**src/rtl/swu_pkg.sv**
```systemverilog
// swu_pkg: shared enums and sizing helpers for the sliding-window line-buffer scheduler
package swu_pkg;
  typedef enum logic [1:0] {RUN, DRAIN, RESTART} state_e;
  function automatic int ofm_dim(int ifm, int k, int s);
    return (ifm - k) / s + 1;
  endfunction
  function automatic int used_rows(int ifm, int k, int s);
    return (ofm_dim(ifm, k, s) - 1) * s + k;
  endfunction
  function automatic int cw(int n);
    return n > 1 ? $clog2(n) : 1;
  endfunction
endpackage

```
**src/rtl/swu_ring_ptr.sv**
```systemverilog
// swu_ring_ptr: modulo-N slot pointer (clk, rst, clr, adv in; ptr out) advancing by STEP via compare-and-subtract
module swu_ring_ptr #(
  parameter int N = 4,
  parameter int STEP = 1,
  parameter int W = 2
) (
  input  logic         clk,
  input  logic         rst,
  input  logic         clr,
  input  logic         adv,
  output logic [W-1:0] ptr
);
  logic [W:0] sum;
  logic [W-1:0] ptr_d, ptr_q;
  always_comb begin
    sum = {1'b0, ptr_q} + (W+1)'(STEP);
    ptr_d = clr ? '0 : !adv ? ptr_q : sum >= (W+1)'(N) ? W'(sum - (W+1)'(N)) : W'(sum);
  end
  always_ff @(posedge clk) ptr_q <= rst ? '0 : ptr_d;
  assign ptr = ptr_q;
endmodule

```
**src/rtl/swu_buffer_scheduler.sv**
```systemverilog
// swu_buffer_scheduler: line-buffer frame sequencer; writer handshake (wr_*), reader grant/done (rd_*), occupancy, frame_restart
module swu_buffer_scheduler
  import swu_pkg::*;
#(
  parameter int IFM_DIM = 8,
  parameter int K = 3,
  parameter int STRIDE = 2,
  parameter int BUFFER_ROWS = 4
) (
  input  logic                          aclk,
  input  logic                          areset,
  input  logic                          wr_valid,
  output logic                          wr_ready,
  output logic                          wr_en,
  output logic [cw(BUFFER_ROWS)-1:0]    wr_row,
  output logic [cw(IFM_DIM)-1:0]        wr_col,
  input  logic                          rd_req,
  output logic                          rd_grant,
  output logic [cw(BUFFER_ROWS)-1:0]    rd_base_row,
  input  logic                          rd_done,
  output logic [cw(BUFFER_ROWS+1)-1:0]  occupancy,
  output logic                          frame_restart
);
  localparam int OFM = ofm_dim(IFM_DIM, K, STRIDE);
  localparam int USED = used_rows(IFM_DIM, K, STRIDE);
  localparam int RW = cw(BUFFER_ROWS);
  localparam int CW = cw(IFM_DIM);
  localparam int OW = cw(BUFFER_ROWS + 1);
  localparam int IW = cw(IFM_DIM + 1);
  localparam int UW = cw(OFM + 1);
  state_e state_d, state_q;
  logic [CW-1:0] wr_col_d, wr_col_q;
  logic [IW-1:0] in_row_d, in_row_q;
  logic [UW-1:0] out_row_d, out_row_q;
  logic [OW-1:0] occ_d, occ_q;
  logic rd_busy_d, rd_busy_q, rd_grant_d, rd_grant_q;
  logic hs, col_wrap, commit, rel, last, restart, grant_cond;
  always_ff @(posedge aclk)
    if (areset) begin
      state_q <= RUN;
      wr_col_q <= '0;
      in_row_q <= '0;
      out_row_q <= '0;
      occ_q <= '0;
      rd_busy_q <= 1'b0;
      rd_grant_q <= 1'b0;
    end else begin
      state_q <= state_d;
      wr_col_q <= wr_col_d;
      in_row_q <= in_row_d;
      out_row_q <= out_row_d;
      occ_q <= occ_d;
      rd_busy_q <= rd_busy_d;
      rd_grant_q <= rd_grant_d;
    end
  always_comb
    state_d = state_q == RUN ? (last ? (in_row_q < IW'(IFM_DIM) ? DRAIN : RESTART) : RUN)
            : state_q == DRAIN ? (col_wrap && in_row_q == IW'(IFM_DIM - 1) ? RESTART : DRAIN)
            : RUN;
  always_comb begin
    wr_ready = state_q == RUN ? (occ_q < OW'(BUFFER_ROWS)) && (in_row_q < IW'(USED)) : state_q == DRAIN;
    wr_en = hs && state_q == RUN;
    frame_restart = state_q == RESTART;
  end
  // counters hold their terminal values through RESTART and clear on the edge leaving it
  always_comb begin
    restart = state_q == RESTART;
    hs = wr_valid & wr_ready;
    col_wrap = hs && wr_col_q == CW'(IFM_DIM - 1);
    commit = col_wrap && state_q == RUN;
    rel = rd_done & rd_busy_q;
    last = rel && out_row_q == UW'(OFM - 1);
    grant_cond = rd_req && !rd_busy_q && occ_q >= OW'(K) && out_row_q < UW'(OFM) && state_q == RUN;
    wr_col_d = restart || col_wrap ? '0 : hs ? wr_col_q + 1'b1 : wr_col_q;
    in_row_d = restart ? '0 : in_row_q + IW'(col_wrap);
    out_row_d = restart ? '0 : out_row_q + UW'(rel);
    occ_d = restart || last ? '0 : occ_q + OW'(commit) - (rel ? OW'(STRIDE) : '0);
    rd_busy_d = !restart && (grant_cond || (rd_busy_q && !rel));
    rd_grant_d = grant_cond;
  end
  swu_ring_ptr #(.N(BUFFER_ROWS), .STEP(1), .W(RW)) u_wr_ptr (
    .clk(aclk), .rst(areset), .clr(restart), .adv(commit), .ptr(wr_row)
  );
  swu_ring_ptr #(.N(BUFFER_ROWS), .STEP(STRIDE), .W(RW)) u_rd_ptr (
    .clk(aclk), .rst(areset), .clr(restart), .adv(rel && !last), .ptr(rd_base_row)
  );
  assign wr_col = wr_col_q;
  assign occupancy = occ_q;
  assign rd_grant = rd_grant_q;
endmodule

```
**config.mk**
```make
export PLATFORM = sky130hd
export DESIGN_NAME = swu_buffer_scheduler
export DESIGN_NICKNAME = d
export VERILOG_FILES = /design/src/rtl/swu_pkg.sv /design/src/rtl/swu_ring_ptr.sv /design/src/rtl/swu_buffer_scheduler.sv
export SDC_FILE = /design/constraint.sdc
export NUM_CORES = 1
export LEC_CHECK = 0
export CAP_MARGIN = 20
export CORE_MARGIN = 2
export CORE_UTILIZATION = 40
export CTS_BUF_LIST = sky130_fd_sc_hd__clkbuf_8
export CTS_CLUSTER_DIAMETER = 150
export CTS_CLUSTER_SIZE = 8
export DETAILED_ROUTE_END_ITERATION = 10
export PLACE_DENSITY_LB_ADDON = 0.12
export SETUP_SLACK_MARGIN = 0.02
export SLEW_MARGIN = 20
export SYNTH_ARGS = -nofsm -noshare
export SYNTH_HDL_FRONTEND = slang
export SYNTH_SLANG_ARGS = --single-unit
```
**constraint.sdc**
```tcl
create_clock -name aclk -period 3.1 [get_ports aclk]
set_input_delay 0.62 -clock aclk [delete_from_list [all_inputs] [get_ports aclk]]
set_output_delay 0.62 -clock aclk [all_outputs]
set_load 0.01 [all_outputs]
```
==> summary by stage <==
Cells and area
Of the cells placed in the final design, the portion with a size suffix greater than 1 is 3.361%. After routing the design area is 0.001179 mm^2. The relative area change from synthesis to final layout is 23.30%.

The count of cells in the finished layout, fillers not included, comes to 147. The library cells used most frequently in the layout, excluding fill and tap cells, are 19 x sky130_fd_sc_hd__dfxtp_1, 17 x sky130_fd_sc_hd__clkdlybuf4s50_1, 8 x sky130_fd_sc_hd__ha_1, 7 x sky130_fd_sc_hd__inv_1. At the end of the flow, the number of nets in the layout was 133.

The count of antenna diodes in the layout is 0. The most frequent standard cell in the layout excluding fill and tap cells is sky130_fd_sc_hd__dfxtp_1.

Setup path
Of all nets on the critical path, the largest fanout is 8. The endpoint arrival time on the critical path is 2.00 ns. The worst reg2reg path endpoint is occupancy[2]. The critical path is of the flip-flop to primary output type. The required time of the worst setup path is 2.48 ns. Tracing the worst setup path back leads to its startpoint at in_row_q[3].

The register-to-register setup slack is 0.96 ns. The critical path ends at wr_en. The critical path startpoint category is a flip-flop. In this run the critical register-to-register path is launched from in_row_q[3]. The worst setup path is captured at a primary output. The path depth of the worst reg2reg path is 8.

Clock network
The total of cells resized after clock tree synthesis is 0. The clock net in this run drives a total of 19 sinks. The number of setup buffers added after CTS is 0. The number of buffers inserted during clock tree synthesis is 3. The master cell of the clock root buffer is sky130_fd_sc_hd__clkbuf_8. The hold buffer count at cts is 0. The clock tree from TritonCTS is built.

CTS built an H-tree with a depth of 1. The worst-case clock buffer depth is 2. The clock slew at the register clock pins of the worst setup and hold paths is 0.07 ns.

The insertion delay to the later sink of the worst-skew pair is 0.25 ns.

Floorplan
The die height is 52.89 um. After floorplanning, the core was divided into 17 placement rows. After floorplanning, the core was sized to cover 0.002233 mm^2. The count of boundary I/O pins is 19. Measured along the x axis, the die boundary spans 52.89 um. Once the floorplan was initialized, standard cells occupied 42.80% of the core.

The floorplan step defined a die boundary enclosing 0.002797 mm^2.

Synth
The mapped netlist covers 955.9 um^2. The number of nets in the synthesized netlist is 116. The dominant register cell in the synthesized netlist is sky130_fd_sc_hd__dfxtp_1. Synthesis produced a netlist whose cell count is 103. The count of different cell masters after synthesis is 32.

The number of enable-type register cells in the synthesized netlist is 0. Of the synthesized area, sequential elements account for 39.79%. The count of yosys warnings during synthesis is 0.

The fraction of registers with async set/reset is 0%. The register bit total from synthesis is 19. The per-instance average area after synthesis is 9.281 um^2.

Run
The number of max-capacitance violations reported is 0.

Placed design
In this run the tool buffered the top-level ports with 17 buffer cells. Once placement finished, the instance area stood at 0.001134 mm^2. The final RePlAce weighted congestion is 0.7195.

The setup slack at placement is 0.5221 ns. The HPWL reported at the end of detailed placement is 1.426 mm. Including well taps, the total number of placed cells is 143.

STA
After layout, the worst setup slack is 0.4761 ns. Across the routed clock network, the largest skew measured is 0.0006183 ns. The period utilization is 84.64%. Setup repair after global routing left no endpoint under its margin. For this run, the top clock speed supported by timing is 381.1 MHz. The final number of hold-violating endpoints is 0. The final number of max-transition violations is 0. The clock period minus final worst setup slack is 2.624 ns. Setup violations remaining at the end of the flow were counted as 0. Setup total negative slack on the finished layout was measured at 0 ns.

Power
The power per standard cell area is 377.1 mW/mm^2. In this run switching power makes up 21.07% of total power. Per report_power, the clock group accounts for 37.2% of the total. The part of the power in registers is 56.1%.

The internal power of the cells totals 0.0003508 W. The static leakage power is 0.4998 nW. The combinational cell fraction of total power is 6.8%. The maximum VDD drop is 0.2262 mV. The net switching power is 0.00009365 W.

Routing
The per-cell routed wire length is 12.97 um. The total via count after detailed routing is 792. For this block, the initial DRC count from the detailed router was 6. Once detail routing completed, the nets flagged for antenna violations numbered 0. For this run, design rule violations remaining after detail routing come to 0. The post-detailed-route via-to-cell ratio is 5.388. The final layout contains routed wiring with a total length of 1.906 mm. Before antenna repair, the detailed router went through 4 iterations.

Global routing
The number of global-route vias before repair is 753. The initial antenna violation count is 0. The total overflow reported by the global router is 0. The first global-routing pass estimated 3.132 mm of wire.

The overall routing resource usage is 15.69%. Entering global routing, the biggest net connects 11 pins.

Outcome
The run finished with clean final reports.

Min path
The path class of the tightest hold or removal check is flip-flop to flip-flop.
sequential cells by signal, summed over array words and instances, names as in the netlist, 2 cells and up:
register,flops
u_wr_ptr.ptr,2
wr_col,3
out_row_q,2
state_q,2
in_row_q,4
occupancy,3
power by group through the flow:
stage / Clock (W) / Combinational [W] / Sequential [W]
after detailed placement: 0 / 0.0000302 / 0.000255
after global placement: 0 / 0.0000292 / 0.000255
after floorplan: 0 / 0.0000137 / 0.000256
after CTS: 0.000175 / 0.0000304 / 0.000249
after global routing: 0.000180 / 0.0000332 / 0.000250
final: 0.000165 / 0.0000301 / 0.000249
stage by stage:
stage	hold WS, ns	util [%]	power [W]
finish	0.4889	52.77	0.0004445
global route	0.5226	52.77	0.0004626
CTS	0.4905	52.77	0.0004541
detailed placement	0.4806	50.76	0.0002848
global placement	0.4659	50.76	0.0002837
floorplan	0.4585	-	0.0002692
cells in the mapped netlist (2+ instances only):
library cell                n  share of area, %
sky130_fd_sc_hd__a211oi_1   2               1.6
sky130_fd_sc_hd__nand2_1    3               1.2
sky130_fd_sc_hd__nor2b_1    2               1.3
sky130_fd_sc_hd__inv_1      6               2.4
sky130_fd_sc_hd__ha_1       8                10
sky130_fd_sc_hd__or4_1      5               3.9
sky130_fd_sc_hd__nor2_1     5               2.0
sky130_fd_sc_hd__a21oi_1    5               2.6
sky130_fd_sc_hd__nand4b_1   3               2.7
sky130_fd_sc_hd__nand3_1    6               3.1
sky130_fd_sc_hd__buf_4      2               1.6
sky130_fd_sc_hd__dfxtp_1   19                40
sky130_fd_sc_hd__and3_1     6               3.9
sky130_fd_sc_hd__xnor2_1    4               3.7
sky130_fd_sc_hd__nand2b_1   3               2.0
sky130_fd_sc_hd__mux2i_1    3               3.1
sky130_fd_sc_hd__clkbuf_1   2              0.79
sky130_fd_sc_hd__nor3_1     2               1.0
sky130_fd_sc_hd__o31ai_1    3               2.4
sky130_fd_sc_hd__or3_1      2               1.3
cell families (layout without fill, tap and decap cells):
| kind of cell | after synthesis | after routing | share of synthesized area, % |
|---|---|---|---|
| xor gates and xnor gates | 5 | 5 | 4.581 |
| DFF | 19 | 19 | 39.79 |
| muxes | 3 | 3 | 3.141 |
| and+or+nand+nor | 41 | 41 | 26.18 |
| buffers and inverters | 12 | 28 | 5.627 |
| other | 1 | 1 | 0.3923 |
| adders and majority gates | 8 | 8 | 10.47 |
| AOI/OAI and AO/OA | 14 | 14 | 9.816 |
worst min-delay path by stage:
stage | from | endpoint | slack (ns) | depth (start not counted)
detailed placement | u_rd_ptr.ptr[1] | u_rd_ptr.ptr[1] | 0.48 | 2
global route | wr_col[1] | wr_col[1] | 0.52 | 2
CTS | u_rd_ptr.ptr[1] | u_rd_ptr.ptr[1] | 0.49 | 2
floorplan | u_rd_ptr.ptr[1] | u_rd_ptr.ptr[1] | 0.46 | 2
global placement | u_rd_ptr.ptr[1] | u_rd_ptr.ptr[1] | 0.47 | 2
finish | u_rd_ptr.ptr[1] | u_rd_ptr.ptr[1] | 0.49 | 2
worst max-delay path: stages, from the launching register on:
cell	delay (ns)
sky130_fd_sc_hd__dfxtp_1	0.38
sky130_fd_sc_hd__or4_1	0.64
sky130_fd_sc_hd__nor3_1	0.18
sky130_fd_sc_hd__clkdlybuf4s50_1	0.56
layer usage:
metal  up-vias  wire [um]  GRT usage [%]
li1        408          -              -
met1       363        916          19.20
met2        19        869          25.21
met3         2        104          4.520
met4         0         16          7.265
met5         -          0              0
final cells by class:
class,count,area [um^2]
inverter,7,26.28
tap,28,35.03
timing repair buffer,17,170.2
fill,230,1055
clock inverter,1,3.754
multi-input combinational,72,521.8
sequential,19,380.4
clock buffer,3,41.29
Power figures use the tool's default switching activity.
